[src/rtl/wb_pkg.sv]
// Shared encodings for the writeback stage: source select, access size, FSM states.
package wb_pkg;

  localparam logic [1:0] WB_ALU  = 2'd0;
  localparam logic [1:0] WB_MEM  = 2'd1;
  localparam logic [1:0] WB_LINK = 2'd2;
  localparam logic [1:0] WB_IMM  = 2'd3;

  localparam logic [1:0] SZ_B = 2'd0;
  localparam logic [1:0] SZ_H = 2'd1;
  localparam logic [1:0] SZ_W = 2'd2;
  localparam logic [1:0] SZ_D = 2'd3;

  typedef enum logic [1:0] {
    IDLE     = 2'd0,
    WAIT_MEM = 2'd1,
    WRITE    = 2'd2
  } wbState_e;

endpackage

[src/rtl/wb_stage_load_align.sv]
// Little-endian lane extraction with sign/zero extension and misalignment detect.
module load_align
  import wb_pkg::*;
#(
  parameter int DATA_W = 32,
  parameter int LO_W   = $clog2(DATA_W/8)
) (
  input  logic [DATA_W-1:0] rdata,
  input  logic [1:0]        size,
  input  logic              isUnsigned,
  input  logic [LO_W-1:0]   addrLo,
  output logic [DATA_W-1:0] data,
  output logic              misalign
);

  logic [1:0]        effSize;
  logic [DATA_W-1:0] shifted;
  logic [LO_W-1:0]   alignMask;
  logic              fillBit;
  int                nBits;

  always_comb begin
    // A 32-bit datapath has no dword lane; such accesses behave as words.
    effSize = size;
    if (DATA_W == 32 && size == SZ_D) effSize = SZ_W;

    case (effSize)
      SZ_B:    alignMask = '0;
      SZ_H:    alignMask = LO_W'(1);
      SZ_W:    alignMask = LO_W'(3);
      default: alignMask = LO_W'(7);
    endcase
    misalign = |(addrLo & alignMask);

    shifted = rdata >> {addrLo, 3'b000};
    nBits   = 8 << effSize;
    fillBit = ~isUnsigned & shifted[nBits-1];
    data    = shifted;
    for (int i = 0; i < DATA_W; i++) begin
      if (i >= nBits) data[i] = fillBit;
    end
  end

endmodule

[src/rtl/wb_stage.sv]
// Registered MEM/WB boundary: source select, load alignment and a wait state
// for variable-latency load data, driving the register-file write port.
module wb_stage
  import wb_pkg::*;
#(
  parameter int DATA_W     = 32,
  parameter int REG_ADDR_W = 5,
  parameter int ZERO_REG   = 1,
  parameter int LO_W       = $clog2(DATA_W/8)
) (
  input  logic                  clk,
  input  logic                  rst,
  input  logic                  in_valid,
  output logic                  in_ready,
  input  logic                  flush,
  input  logic                  reg_write_in,
  input  logic [REG_ADDR_W-1:0] dest_reg_in,
  input  logic [1:0]            wb_sel,
  input  logic [1:0]            mem_size,
  input  logic                  mem_unsigned,
  input  logic [LO_W-1:0]       addr_lo,
  input  logic [DATA_W-1:0]     alu_result,
  input  logic [DATA_W-1:0]     link_addr,
  input  logic [DATA_W-1:0]     imm,
  input  logic [DATA_W-1:0]     mem_rdata,
  input  logic                  mem_rvalid,
  output logic                  rf_we,
  output logic [REG_ADDR_W-1:0] rf_waddr,
  output logic [DATA_W-1:0]     rf_wdata,
  output logic                  load_pending,
  output logic [REG_ADDR_W-1:0] load_pending_reg,
  output logic                  misalign_err
);

  wbState_e state, stateNext;

  logic                  accept;
  logic                  rvalidLive;
  logic                  loadDone;
  logic                  loadFault;
  logic [DATA_W-1:0]     srcData;
  logic [DATA_W-1:0]     alignData;
  logic                  alignMisalign;

  logic                  regWrite_p1;
  logic [REG_ADDR_W-1:0] destReg_p1;
  logic [1:0]            memSize_p1;
  logic                  memUnsigned_p1;
  logic [LO_W-1:0]       addrLo_p1;

  function automatic logic destAllowed(input logic [REG_ADDR_W-1:0] dest);
    return !(ZERO_REG != 0 && dest == '0);
  endfunction

  assign in_ready         = (state != WAIT_MEM);
  assign accept           = in_valid & in_ready & ~flush;
  assign load_pending     = (state == WAIT_MEM);
  assign load_pending_reg = destReg_p1;

  // A flush in the wait state wins over data arriving in the same cycle.
  assign rvalidLive = (state == WAIT_MEM) & mem_rvalid & ~flush;
  assign loadDone   = rvalidLive & ~alignMisalign;
  assign loadFault  = rvalidLive & alignMisalign;

  always_comb begin
    case (wb_sel)
      WB_LINK: srcData = link_addr;
      WB_IMM:  srcData = imm;
      default: srcData = alu_result;
    endcase
  end

  load_align #(
    .DATA_W(DATA_W),
    .LO_W  (LO_W)
  ) u_align (
    .rdata     (mem_rdata),
    .size      (memSize_p1),
    .isUnsigned(memUnsigned_p1),
    .addrLo    (addrLo_p1),
    .data      (alignData),
    .misalign  (alignMisalign)
  );

  always_comb begin
    stateNext = state;
    case (state)
      IDLE, WRITE: begin
        stateNext = IDLE;
        if (accept) stateNext = (wb_sel == WB_MEM) ? WAIT_MEM : WRITE;
      end
      WAIT_MEM: begin
        if (flush)           stateNext = IDLE;
        else if (mem_rvalid) stateNext = alignMisalign ? IDLE : WRITE;
      end
      default: stateNext = IDLE;
    endcase
  end

  // Stage p1: control and write-port registers
  always_ff @(posedge clk or posedge rst) begin
    if (rst) begin
      state        <= IDLE;
      regWrite_p1  <= 1'b0;
      destReg_p1   <= '0;
      rf_we        <= 1'b0;
      rf_waddr     <= '0;
      rf_wdata     <= '0;
      misalign_err <= 1'b0;
    end else begin
      state        <= stateNext;
      rf_we        <= 1'b0;
      misalign_err <= loadFault;
      if (accept) begin
        regWrite_p1 <= reg_write_in;
        destReg_p1  <= dest_reg_in;
        if (wb_sel != WB_MEM && reg_write_in && destAllowed(dest_reg_in)) begin
          rf_we    <= 1'b1;
          rf_waddr <= dest_reg_in;
          rf_wdata <= srcData;
        end
      end
      if (loadDone && regWrite_p1 && destAllowed(destReg_p1)) begin
        rf_we    <= 1'b1;
        rf_waddr <= destReg_p1;
        rf_wdata <= alignData;
      end
    end
  end

  // Stage p1: load attributes, only meaningful while a load is held
  always_ff @(posedge clk) begin
    if (accept) begin
      memSize_p1     <= mem_size;
      memUnsigned_p1 <= mem_unsigned;
      addrLo_p1      <= addr_lo;
    end
  end

endmodule

[config.mk]
export PLATFORM = sky130hd
export DESIGN_NAME = wb_stage
export DESIGN_NICKNAME = d
export VERILOG_FILES = /design/src/rtl/wb_pkg.sv /design/src/rtl/wb_stage_load_align.sv /design/src/rtl/wb_stage.sv
export SDC_FILE = /design/constraint.sdc
export NUM_CORES = 1
export LEC_CHECK = 0
export CORE_ASPECT_RATIO = 0.9
export CORE_MARGIN = 5
export CORE_UTILIZATION = 40
export DETAILED_ROUTE_END_ITERATION = 12
export HOLD_SLACK_MARGIN = 0.05
export PLACE_DENSITY = 0.81
export SYNTH_ARGS = -nofsm -noshare
export SYNTH_HDL_FRONTEND = slang
export SYNTH_SLANG_ARGS = --single-unit
export TNS_END_PERCENT = 1
[constraint.sdc]
create_clock -name clk -period 1.99 [get_ports clk]
set_input_delay 0.199 -clock clk [delete_from_list [all_inputs] [get_ports clk]]
set_output_delay 0.199 -clock clk [all_outputs]
set_load 0.02 [all_outputs]
# Word level (Yosys, flattened, before mapping)
# Cells that the tools add are included.
[word_totals]
reg_bits = 52
ram_bits = 0
output_inout_bits = 46
wordCells = 135
memories = 0
latchBits = 0
rom_bits = 0
[op_classes]
n_bitwise = 11
eq_ne = 10
mul = 0
mux = 53
order_cmp = 33
n_reduce_logical = 15
shifts = 2
n_div = 0
addsub = 1
[ops]
columns = ["operator", "n"]
rows = [
  ["$ge A6 B32 Y1 const A", 16],
  ["$ge A5 B32 Y1 const A", 8],
  ["$ge A4 B32 Y1 const A", 4],
  ["$mux W32", 3],
  ["$ge A3 B32 Y1 const A", 2],
  ["$pmux W32 S2", 1],
  ["$mux W1", 37],
  ["$ge A1 B32 Y1 const A", 1],
  ["$ge A2 B32 Y1 const A", 1],
  ["$lt A32 B7 Y1 const B", 1],
  ["$shl A4 B2 Y32 const A", 1],
  ["$shr A32 B5 Y32", 1],
  ["$sub A32 B2 Y32 const B", 1],
  ["$mux W5", 3],
  ["$mux W2", 6],
  ["$logic_not A5 Y1", 2],
  ["$eq A2 B2 Y1 const B", 4],
  ["$pmux W2 S2", 2],
  ["$and A1 B1 Y1", 7],
  ["$eq A2 B1 Y1 const B", 3],
  ["$bmux W1 S5", 1],
  ["$logic_and A1 B1 Y1", 4],
  ["$logic_not A2 Y1", 2],
  ["$ne A2 B1 Y1 const B", 2],
  ["7 further kinds", 12],
]

# Logic depth before layout (Yosys ltp)
[depth]
word_depth = 12
depth_mapped = 9

# Cells and area by module
# Synthesis repeated with hierarchy kept, for this count alone.
[hier_totals]
hier_cells = 458
hier_area_um2 = 4459.3
[modules_own_cells]
columns = ["module", "seq_area_each_um2", "cells_each", "instances", "area_per_inst_um2"]
rows = [
  ["wb_stage", 1326.3, 341, 1, 3629.7],
  ["load_align", 0.0, 117, 1, 829.5],
]

# Least setup slack after synthesis
# No wires, ideal clock.
[synth_path]
path_type = "reg-to-reg"
start = "register state[0]"
end = "register rf_wdata[16]"
slack_ns = 0.043
arrival_ns = 1.865
setup_time_ns = 0.082
n_path_buf = 3
required_time_ns = 1.908
path_stages_with_launch = 10
path_cell_list = "dfrtp_1 nand2b_1 inv_1 nor3b_2 buf_4 o2111a_1 buf_4 buf_4 o211ai_1 a31oi_1"
[synth_rtl]
columns = ["item", "line_no", "text"]
rows = [
  ["start: declaration", "wb_stage.sv:35", "wbState_e state, stateNext;"],
  ["start signal: assignment", "wb_stage.sv:111", "state <= stateNext;"],
  ["$ne A2 B1 Y1", "wb_stage.sv:55", "assign in_ready = (state != WAIT_MEM);"],
  ["via in_ready", "wb_stage.sv:14", "output logic in_ready,"],
  ["$and A1 B1 Y1 (2 in a row)", "wb_stage.sv:56", "assign accept = in_valid & in_ready & ~flush;"],
  ["via accept", "wb_stage.sv:37", "logic accept;"],
  ["$reduce_bool A2 Y1 (no source line)", "n/a", ""],
  ["$reduce_and A2 Y1 (no source line)", "n/a", ""],
  ["end signal: assignment", "wb_stage.sv:120", "rf_wdata <= srcData;"],
  ["end signal: assignment", "wb_stage.sv:126", "rf_wdata <= alignData;"],
  ["end: declaration", "wb_stage.sv:29", "output logic [DATA_W-1:0] rf_wdata,"],
]
# The timed path passes the listed nets, and every way through them passes these cells.
# A chain may end at the register's enable or synchronous reset.

# Worst setup path after layout
[layout_path]
start = "register addrLo_p1[0]"
end = "register rf_wdata[16]"
[layout_between]
elab_chain_cells = 8
[layout_lines]
columns = ["item", "line_no", "text"]
rows = [
  ["start: declaration", "wb_stage.sv:49", "logic [LO_W-1:0] addrLo_p1;"],
  ["start signal: assignment", "wb_stage.sv:136", "addrLo_p1 <= addr_lo;"],
  ["parallel branches: the longest is 8 deep, another holds $shr A32 B5 Y32", "n/a", ""],
]
# Parallel ways; which one is timed is not known. The select of a mux whose other input is x is not followed.

==> summary.txt <==
Seq/Total Area, Yosys -> 0.3715
Number of flip-flops in the largest register -> 32
Synth async-reset ratio -> 0.9038
WL/cell -> 18.63 µm
RSZ-0062 raised after global routing -> no
Die Wd -> 109.6 µm
Largest net degree at the start of global routing -> 65
Synth unique cells -> 33
Total routed wirelength -> 13.43 mm
Die height -> 99.62 µm
Utilization after layout -> 0.6774
Met3 routed WL -> 1.036 mm
DP Worst Slack -> -0.2855 ns
Worst-Skew Late Latency -> 0.30 ns
Overall Power -> 3646 µW
VDD IR max -> 0.0003221 V
Fin crit share -> 0.9459
Number of clock sinks -> 52
Tot GR Track Use -> 0.2403
LEAKAGE -> 0.002451 µW
Most frequent cells in the layout -> 189 x clkdlybuf4s50_1, 85 x nand2_1, 48 x mux2i_1
NumNets Final -> 747
Arrival @ worst endpoint -> 2.09 ns
Total gr overflow -> 0
# setup viols final -> 0
Dpl hpwl -> 10.78 mm
Hold buffer count at CTS -> 0
Worst Tran Pin Value -> 0.6080 ns
Io pins -> 192
Fmax -> 0.5312 GHz
Max Cap Violations -> 0
Clock skew after layout -> 0.004836 ns
Clock slew at reported path FFs -> 0.10 ns
Via total after detailed routing -> 3902
Worst hold path type -> in -> async
Root buffer cell -> clkbuf_8
Met1 WL -> 5.165 mm
Routed Antenna Nets -> 0
Area grow syn2layout -> 64.11%
Slowest cell on crit path -> edfxtp_1
Cell Area, Synth -> 0.003570 mm²
Slew headroom -> 0.5947
Max layer used -> met4
Die area -> 0.01092 mm²
Yosys reg bits -> 52
# fillers -> 733
ANT cells -> 0
Initial Utilization -> 0.4128
Most common cell after layout, fill and taps aside -> clkdlybuf4s50_1
CP Cell Sequence -> buf_4, nand2b_1, a2bb2oi_1, a2111oi_4, buf_12, nor3_1, a31oi_1
Fin. Hold Viols -> 0
CTS tree -> built
CP Class -> reg -> reg
Core Region -> 0.008648 mm²
Drt drc -> 0
Final max-slew violation count -> 0
Vias per inst -> 5.412
Buf/Inv on CP -> 2
Critical Path RT -> 2.20 ns
Slowest stage delay, CP -> 0.43 ns
Delay-heaviest family, CP -> compound AO/OA/AOI/OAI gates
CP Launch Type -> register
Syn nets -> 555
First-pass GRT wire length -> 20.47 mm
TritonRoute pass-1 iters -> 5
EDFF count, synth -> 5
Crit end category -> register
Core Rows -> 32
Port buffer count -> 191
PnR worst setup slack -> 0.1076 ns
Clock buffer depth -> 2
Main flop type after synthesis -> dfrtp_1
Initial antenna violation count -> 0
Status -> finished, final reports clean
Synth warnings -> 0
Vias in the first global route -> 4040
Worst-path maximum fanout -> 16
Metal2 WL -> 7.072 mm
Initial DRC Count -> 159
Layout cell share with drive strength beyond 1 -> 0.09967
Cts bufs inserted -> 5
H-tree Lvls -> 2
Total Negative Setup Slacks -> 0 ns
Syn avg cell area -> 8.728 µm²
P per Cell Area -> 622.5 mW/mm²
Final GP Congestion -> 0.9556
Fin crit period -> 1.882 ns
Mapped Cells -> 409
[worst reg2reg max path, cell delays in order (launching register included)]
cell	delay, ns
edfxtp_1	0.43
buf_4	0.17
nand2b_1	0.14
a2bb2oi_1	0.17
a2111oi_4	0.41
buf_12	0.20
nor3_1	0.07
a31oi_1	0.20
[cells by family (layout without fill, tap and decap cells)]
kind of cell,after synthesis,after routing,synth area share
multiplexers,55,55,0.1598
AO/OA/AOI/OAI,118,118,0.2362
flip-flops,52,52,0.3715
buffers and inverters,42,235,0.06169
AND/OR/NAND/NOR,142,142,0.1707
[power by group]
group,switching (µW),internal (µW)
Clock,351,284
Combinational,731,858
Sequential,139,1280
Total,1220,2430
[area by class of cell]
class	instances	area [µm²]	area share
flip-flops and latches	52	1326	0.2264
inverters	3	11.26	0.001922
well taps	119	148.9	0.02542
repair buffers	224	2225	0.3798
multi-input cells	315	2053	0.3505
clock inverters	1	7.507	0.001282
clock buffers	7	86.33	0.01474
[per-layer routing]
metal  vias to the layer above  track usage
met3                        10      0.06684
met5                         -            0
met1                      1855       0.2888
met4                         0      0.05273
li1                       1884            -
met2                       153       0.4252
[path summary, 6_finish.rpt]
| kind | start | end | slack, ns | cells after the start |
|---|---|---|---|---|
| hold reg to reg | regWrite_p1 | regWrite_p1 | 0.52 | 1 |
| max in group asynchronous | rst | rf_wdata[9] | 1.21 | 3 |
| hold / removal | rst | state[1] | 0.25 | 2 |
| min in group clk | wb_sel[1] | state[0] | 0.25 | 4 |
| setup reg to reg | addrLo_p1[0] | rf_wdata[16] | 0.11 | 7 |
| setup / recovery | addrLo_p1[0] | rf_wdata[16] | 0.11 | 7 |
[through the flow]
| step | hold slack [ns] | area [µm²] | cells |
|---|---|---|---|
| 2_1_floorplan | 0.2654 | 3570 | 409 |
| 5_1_grt | 0.2532 | 5858 | 721 |
| 6_report | 0.2475 | 5858 | 721 |
| 3_5_place_dp | 0.4960 | 5718 | 710 |
| 4_1_cts | 0.2452 | 5847 | 721 |
| 3_3_place_gp | 0.4922 | 5718 | 710 |
[cell usage after synthesis (2+ instances only)]
master | count | area, µm²
a211o_1 | 8 | 70.07
a211oi_1 | 9 | 67.56
a21oi_1 | 9 | 45.04
a2bb2oi_1 | 9 | 78.83
a31oi_1 | 38 | 237.7
buf_2 | 8 | 40.04
buf_4 | 10 | 75.07
buf_6 | 2 | 22.52
clkbuf_1 | 18 | 67.56
dfrtp_1 | 47 | 1176
edfxtp_1 | 5 | 150.1
inv_1 | 3 | 11.26
mux2_2 | 6 | 67.56
mux2i_1 | 48 | 480.5
nand2_1 | 85 | 319.1
nand2b_1 | 3 | 18.77
nand3b_1 | 2 | 15.01
nor2_1 | 28 | 105.1
nor2b_1 | 8 | 50.05
nor3_1 | 11 | 55.05
o211ai_1 | 32 | 240.2
o21ai_0 | 9 | 45.04
[what timing repair did]
action / 4_1_cts / 5_1_grt
pin swaps: 1 / 0
setup buffers: 3 / 0
endpoints found under the hold margin: 0 / 0
gates resized for setup: 0 / 4
setup endpoints to repair: 17 / 7
(Power assumes the default switching activity.)
